**config.mk**
```make
export PLATFORM = sky130hd
export DESIGN_NAME = sync_fifo_flags
export DESIGN_NICKNAME = d
export VERILOG_FILES = /design/src/rtl/sync_fifo_flags.sv
export SDC_FILE = /design/constraint.sdc
export NUM_CORES = 1
export LEC_CHECK = 0
export ABC_AREA = 0
export BUFFER_PORTS_ARGS = -buffer_cell sky130_fd_sc_hd__buf_2
export CAP_MARGIN = 5
export CORE_MARGIN = 2
export CORE_UTILIZATION = 45
export CTS_CLUSTER_DIAMETER = 80
export DETAILED_ROUTE_END_ITERATION = 8
export SYNTH_ARGS = -nofsm -noshare
export SYNTH_HDL_FRONTEND = slang
export SYNTH_SLANG_ARGS = --single-unit
export TNS_END_PERCENT = 10
```
**constraint.sdc**
```tcl
create_clock -name clk -period 2.8 [get_ports clk]
set_input_delay 0.7 -clock clk [delete_from_list [all_inputs] [get_ports clk]]
set_output_delay 0.7 -clock clk [all_outputs]
set_load 0.03 [all_outputs]
```
**src/rtl/sync_fifo_flags.sv**
```systemverilog
// Synchronous FIFO with occupancy count, full/empty and programmable
// almost-full/almost-empty flags, a registered read port, and sticky
// overflow/underflow error flags that software can clear.
module sync_fifo_flags #(
    parameter int DATA_W   = 8,
    parameter int DEPTH    = 16,
    parameter int AF_LEVEL = DEPTH - 2,
    parameter int AE_LEVEL = 2
) (
    input  logic                     clk,
    input  logic                     rst,
    input  logic                     wr_en_i,
    input  logic [DATA_W-1:0]        data_i,
    output logic                     full_o,
    output logic                     almost_full_o,
    input  logic                     rd_en_i,
    output logic [DATA_W-1:0]        data_o,
    output logic                     rd_valid_o,
    output logic                     empty_o,
    output logic                     almost_empty_o,
    output logic [$clog2(DEPTH):0]   count_o,
    output logic                     overflow_o,
    output logic                     underflow_o,
    input  logic                     clr_err_i
);

    localparam int AW = $clog2(DEPTH);
    localparam int CW = AW + 1;

    localparam logic [CW-1:0] DEPTH_C = CW'(DEPTH);
    localparam logic [CW-1:0] AF_C    = CW'(AF_LEVEL);
    localparam logic [CW-1:0] AE_C    = CW'(AE_LEVEL);

    // Storage is deliberately not reset; only pointers and count define validity.
    logic [DATA_W-1:0] mem_r [DEPTH];

    logic [AW-1:0]     wr_ptr_r;
    logic [AW-1:0]     rd_ptr_r;
    logic [CW-1:0]     count_r;
    logic [DATA_W-1:0] data_r;
    logic              rd_valid_r;
    logic              overflow_r;
    logic              underflow_r;

    logic              full_s;
    logic              almost_full_s;
    logic              empty_s;
    logic              almost_empty_s;
    logic              wr_acc_s;
    logic              rd_acc_s;
    logic [CW-1:0]     count_nxt_s;
    logic              overflow_nxt_s;
    logic              underflow_nxt_s;

    // Status flags decode the registered count; acceptance uses this cycle's flags,
    // so a same-cycle read never frees space for a write and vice versa.
    always_comb begin
        full_s         = (count_r == DEPTH_C);
        almost_full_s  = (count_r >= AF_C);
        empty_s        = (count_r == {CW{1'b0}});
        almost_empty_s = (count_r <= AE_C);
        wr_acc_s       = wr_en_i && !full_s;
        rd_acc_s       = rd_en_i && !empty_s;
    end

    // Occupancy update: balanced or idle cycles leave the count alone.
    always_comb begin
        count_nxt_s = count_r;
        case ({wr_acc_s, rd_acc_s})
            2'b10:   count_nxt_s = count_r + CW'(1);
            2'b01:   count_nxt_s = count_r - CW'(1);
            default: count_nxt_s = count_r;
        endcase
    end

    // Sticky error flags: a new error wins over a same-cycle clear.
    always_comb begin
        overflow_nxt_s  = overflow_r;
        underflow_nxt_s = underflow_r;
        if (wr_en_i && full_s) begin
            overflow_nxt_s = 1'b1;
        end else if (clr_err_i) begin
            overflow_nxt_s = 1'b0;
        end else begin
            overflow_nxt_s = overflow_r;
        end
        if (rd_en_i && empty_s) begin
            underflow_nxt_s = 1'b1;
        end else if (clr_err_i) begin
            underflow_nxt_s = 1'b0;
        end else begin
            underflow_nxt_s = underflow_r;
        end
    end

    // Write port into storage; reset suppresses a same-cycle write.
    always_ff @(posedge clk) begin
        if (!rst && wr_acc_s) begin
            mem_r[wr_ptr_r] <= data_i;
        end
    end

    // Pointers, count, registered read data and error flags.
    always_ff @(posedge clk) begin
        if (rst) begin
            wr_ptr_r    <= {AW{1'b0}};
            rd_ptr_r    <= {AW{1'b0}};
            count_r     <= {CW{1'b0}};
            data_r      <= {DATA_W{1'b0}};
            rd_valid_r  <= 1'b0;
            overflow_r  <= 1'b0;
            underflow_r <= 1'b0;
        end else begin
            if (wr_acc_s) begin
                wr_ptr_r <= wr_ptr_r + AW'(1);
            end
            if (rd_acc_s) begin
                rd_ptr_r <= rd_ptr_r + AW'(1);
                data_r   <= mem_r[rd_ptr_r];
            end
            rd_valid_r  <= rd_acc_s;
            count_r     <= count_nxt_s;
            overflow_r  <= overflow_nxt_s;
            underflow_r <= underflow_nxt_s;
        end
    end

    assign full_o         = full_s;
    assign almost_full_o  = almost_full_s;
    assign empty_o        = empty_s;
    assign almost_empty_o = almost_empty_s;
    assign count_o        = count_r;
    assign data_o         = data_r;
    assign rd_valid_o     = rd_valid_r;
    assign overflow_o     = overflow_r;
    assign underflow_o    = underflow_r;

endmodule

```
Yosys cells after proc, flatten, opt, wreduce, memory -nomap -nowiden
Memories as Yosys holds them, arrays and structs flattened. A register that Yosys moved wholly into a read port is not among the register bits.
Cells that the tools add are included.
- magnitude comparators: 2
- equality and inequality tests: 3
- add/subtract/negate cells: 4
- multiplexer cells: 6
- reductions and logical operators: 12
- operator list (cell ; number):
    $pmux W5 S2 ; 1
    $add A4 B1 Y4 const B ; 2
    $reduce_bool A2 Y1 ; 3
    $add A5 B1 Y5 const B ; 1
    $eq A5 B5 Y1 const B ; 1
    $ge A5 B4 Y1 const B ; 1
    $le A5 B2 Y1 const B ; 1
    $logic_and A1 B1 Y1 ; 5
    $logic_not A5 Y1 ; 1
    $mux W1 ; 5
    $sub A5 B1 Y5 const B ; 1
    $logic_not A1 Y1 ; 3
    $eq A2 B1 Y1 const B ; 1
    $eq A2 B2 Y1 const B ; 1
- output and inout port bits: 20
- register bits: 16
- input port bits: 13
- logic and storage cells: 34
- memory bits (writable): 128
- memories kept: 1
- memories (name ; words ; width ; rd ports ; clocked after Yosys merged registers in ; write ports ; RTL line ; RTL):
    mem_r ; 16 ; 8 ; 1 ; 1 ; 1 ; 35 ; logic [DATA_W-1:0] mem_r [DEPTH];

Longest topological paths before layout
- word-level depth: 6
- depth in mapped cells: 11
- gate-level depth less buffers: 11

Worst setup path after synthesis
OpenSTA, ideal clock, no wires.
- kind: register -> register
- from: register count_r[0], in the netlist count_o[0]
- to: register count_r[4], in the netlist count_o[4]
- clock period less this slack: 2.845 ns
- library setup time: 0.121 ns
- arrival time: 2.724 ns
- setup slack: -0.045 ns
- buffers on the path: 1
- data required time: 2.679 ns
- stages on the path, launching flop included: 11
- path through: dfxtp_1 nor4_2 a21oi_1 buf_2 ha_1 ha_1 nor2b_1 o21ai_0 a21oi_1 or3b_1 mux2_2
- longest elaborated chain between the ends: 5
- elaborated cells between the ends (all ways): 12
- those cells by class: add/sub: 2; eq/ne: 3; mux: 1; reduce/logical: 6
- RTL lines (item ; RTL line ; RTL):
    start, declared ; 39 ; logic [CW-1:0] count_r;
    start signal, assigned ; 108 ; count_r <= {CW{1'b0}};
    start signal, assigned ; 122 ; count_r <= count_nxt_s;
    $logic_not A5 Y1 * ; 60 ; empty_s = (count_r == {CW{1'b0}});
    $logic_not A1 Y1 * ; 63 ; rd_acc_s = rd_en_i && !empty_s;
    $logic_and A1 B1 Y1 * ; 63 ;
    via rd_acc_s ; 50 ; logic rd_acc_s;
    $eq A2 B1 Y1 / $eq A2 B2 Y1 (equally long branches) ; 69 ; case ({wr_acc_s, rd_acc_s})
    $pmux W5 S2 / $reduce_bool A2 Y1 (equally long branches) ; n/a ;
The timed path passes the listed nets; every way through them passes the cells marked *.
A chain may end at the register's enable or synchronous reset.

Final worst setup path
- from: register count_r[1], in the netlist count_o[1]
- to: register count_r[4], in the netlist count_o[4]
- longest elaborated chain between the ends: 5
- elaborated cells between the ends (all ways): 12
- those cells by class: add/sub: 2; eq/ne: 3; mux: 1; reduce/logical: 6
- RTL lines (item ; RTL line):
    $eq A5 B5 Y1 / $logic_not A5 Y1 (equally long branches) ; 58, 60
    $logic_not A1 Y1 (on tied branches) ; 62, 63
    $logic_and A1 B1 Y1 (on tied branches) ; 62, 63
    $eq A2 B1 Y1 / $eq A2 B2 Y1 (equally long branches) ; 69
    $pmux W5 S2 / $reduce_bool A2 Y1 (equally long branches) ; n/a
Several ways; a longest one is shown, not always the timed one.

==> results.sh <==
export IMPL_run_status="finished clean"
export IMPL_cts_buffer_depth=2
export IMPL_worstSetupEndpoint="count_o[4]$_SDFFE_PP0P_"
export IMPL_cts_tree="built"
export IMPL_max_cap_violations=0
export IMPL_ant_nets=0
export IMPL_fmax_mhz=374
export IMPL_fillers=1099
export IMPL_start_util=0.461
export IMPL_place_area_mm2=0.00656
export IMPL_ir_drop_mv=0.564
export IMPL_synthesis_area_mm2=0.00611
export IMPL_grt_max_degree=27
export IMPL_cp_end_kind="flop"
export IMPL_crit_type="flop to flop"
export IMPL_port_buffers=32
export IMPL_reg2reg_to="count_o[4]$_SDFFE_PP0P_"
export IMPL_via_per_inst=5.29
export IMPL_ff2ff_path_depth=11
export IMPL_start_kind="flop"
export IMPL_num_vias=3410
export IMPL_cp_max_fo=7
export IMPL_drtIter0Drc=234
export IMPL_die_w_um=120
export IMPL_diodes=0
export IMPL_synth_top_family_by_area="multiplexers"
export IMPL_fin_crit_sh=0.955
export IMPL_p_per_area_mw_per_mm2=855
export IMPL_ys_warn_count=0
export IMPL_r2r_start="count_o[1]$_SDFFE_PP0P_"
export IMPL_hpwl_mm=8.32
export IMPL_yosys_area_share_simple=0.0652
export IMPL_clock_sinks=152
export IMPL_htreeDepth=4
export IMPL_drive_above_1_share=0.205
export IMPL_grt_util_met2=0.305
export IMPL_grt_pass1_wl_mm=19.8
export IMPL_worstHoldStart="data_o[6]$_SDFFE_PP0P_"
export IMPL_min_delay_path_class="flop to flop"
export IMPL_leakage_nw=2.36
export IMPL_grtUsageMet3=0.0401
export IMPL_rsz0062_at_grt="false"
export IMPL_grt_busiest_layer="met2"
export IMPL_netlist_cell_type_count=36
export IMPL_io_pin_count=33
export IMPL_worstPathArrival_ns=2.98
export IMPL_tns_ns=0
export IMPL_gp_congestion=0.817
export IMPL_hold_violations=0
export IMPL_fp_row_count=42
export IMPL_synth_adder_area_share=0.0217
export IMPL_hold_buffers=0
export IMPL_min_delay_path_depth=2
export IMPL_setup_violations=0
export IMPL_synthesis_nets=424
export IMPL_clockRootBuffer="clkbuf_16"
export IMPL_min_period_ns=2.67
export IMPL_grt_overflow_total=0
export IMPL_numCtsBuffers=17
export IMPL_clk_insertion_delay_late_ns=0.41
export IMPL_grt_pass1_vias=3440
export IMPL_synth_xor_area_share=0.0115
export IMPL_fin_nets=479
export IMPL_design_area_mm2=0.00713
export IMPL_r2r_setup_slack_ns=0.13
export IMPL_area_growth_pct=16.7
export IMPL_muxShareOfSynthArea=0.110
export IMPL_synth_compound_gate_area_share=0.0553
export IMPL_core_area_mm2=0.0132
export IMPL_detail_route_first_pass_iterations=4
export IMPL_drt_wl_total_mm=12.7
export IMPL_total_power_mw=6.09
export IMPL_seq_area_frac_synth=0.708
export IMPL_synth_seq_cells=152
export IMPL_antenna_found_initial=0
export IMPL_crit_start="count_o[1]$_SDFFE_PP0P_"
export IMPL_syn_inst=401
export IMPL_die_area_mm2=0.0145
export IMPL_tightest_slew_ns=0.433
export IMPL_grt_usage=0.190
export IMPL_finalMaxSlewViolations=0
export IMPL_skew_ns=0.00671
export IMPL_drc_errors=0
export IMPL_required_ns=3.11
export IMPL_fp_dieH_um=120
export IMPL_drt_wirelength_per_cell_um=19.6
export IMPL_cts_clk_slew_worst_paths_ns=0.06
export IMPL_relSlewSlack=0.711
export IMPL_synth_avg_cell_area_um2=15.2
export IMPL_met1_usage=0.254
layout by cell type (no fill, tap or decap), types with 3 or more instances in the layout:
cell type and instances:
a211oi_1 8, a21oi_1 5, buf_2 32, buf_4 23
clkbuf_16 17, clkinv_2 4, clkinvlp_4 3, dfxtp_1 21
edfxtp_1 128, ha_1 8, inv_1 10, mux2i_1 66
nand2_1 8, nand3_1 3, nand3b_1 4, nor2_1 44
nor4_1 8, o22ai_1 32, or3b_1 3, xnor2_1 3
xor2_1 5
registers in the layout (all words and copies together) (netlist names):
register,count
mem_r,128
rd_valid_o,1
data_o,8
wr_ptr_r,4
overflow_o,1
underflow_o,1
rd_ptr_r,4
count_o,5
kinds of logic after synthesis:
family,count (synthesis)
adder cells (fa/ha/maj),10
AND/OR/NAND/NOR,82
multiplexers,67
buffers and inverters,30
flip-flops,152
AO/OA/AOI/OAI,52
XOR/XNOR,8
repair_timing:
item                                    in CTS  in global routing
gates resized for setup                      0                  3
buffers inserted                             0                  1
endpoints found under the setup margin       0                  1
worst min-delay path by stage:
stage	to	slack, ns
floorplan	wr_ptr_r[3]$_SDFFE_PP0P_	0.53
global placement	data_o[7]$_SDFFE_PP0P_	0.49
detailed placement	data_o[6]$_SDFFE_PP0P_	0.50
CTS	data_o[6]$_SDFFE_PP0P_	0.51
global route	data_o[6]$_SDFFE_PP0P_	0.55
finish	data_o[6]$_SDFFE_PP0P_	0.50
Yosys cell counts:
master     count  share of area
nand3_1        3         0.0025
buf_1          1        0.00061
and2_1         2         0.0020
nand3b_1       4         0.0049
edfxtp_1     128           0.63
nand2_1        8         0.0049
a211oi_1       8         0.0098
mux2_2         1         0.0018
o21ai_0        1        0.00082
xor2_1         5         0.0072
a21boi_2       1         0.0018
dfxtp_1       24          0.079
inv_1         10         0.0061
or3b_2         1         0.0014
a2111oi_0      1         0.0014
ha_1           9          0.018
mux2i_1       66           0.11
nand4_1        2         0.0020
a22oi_1        2         0.0025
clkbuf_1       3         0.0018
xnor2_1        3         0.0043
clkbuf_2       3         0.0025
nor2_1        44          0.027
a21o_1         1         0.0012
or3b_1         3         0.0043
a21oi_1        6         0.0049
fa_1           1         0.0033
buf_4          3         0.0037
nor4_2         1         0.0020
buf_2          5         0.0041
or3_1          2         0.0020
nor4_1         8         0.0082
o22ai_1       32          0.033
nor2b_1        2         0.0020
nor3_1         2         0.0016
buf_6          5         0.0092
per-stage QoR:
stage	hold slack, ns	worst slack [ns]	util	std cells
after global routing	0.547	0.00192	0.538	645
final	0.502	0.127	0.538	645
after global placement	0.489	0.0627	0.495	612
after CTS	0.509	0.0713	0.537	644
after detailed placement	0.501	0.000473	0.495	612
after floorplan	0.529	0.0268	-	401
power by group:
part | internal (mW) | switching (mW)
Combinational | 0.436 | 0.807
Sequential | 2.59 | 0.126
Clock | 1.27 | 0.863
Total | 4.30 | 1.80
cell type report:
class	instances	area, um2	area share
flip-flops and latches	152	4330	0.608
multi-input cells	219	1630	0.228
clock buffers	21	460	0.0646
repair buffers	56	353	0.0495
well taps	176	220	0.0309
clock inverters	11	98.8	0.0139
inverters	10	37.5	0.00527
worst max-delay path, cell delays in order (launching register included):
cell and delay [ns]:
dfxtp_2 0.36, nor4_4 0.40, a21boi_2 0.12, inv_1 0.08, ha_2 0.19, inv_1 0.08, fa_1 0.40, nor2b_2 0.16
o21ai_1 0.08, nand3_1 0.08, or3b_1 0.35, mux2_2 0.27
metal layers:
layer | share of wire | vias up | routed length [um]
met4 | 0.010 | 0 | 129
li1 | - | 1639 | -
met1 | 0.44 | 1702 | 5640
met5 | 0 | - | 0
met2 | 0.50 | 58 | 6360
met3 | 0.043 | 11 | 544
(Power assumes the default switching activity.)
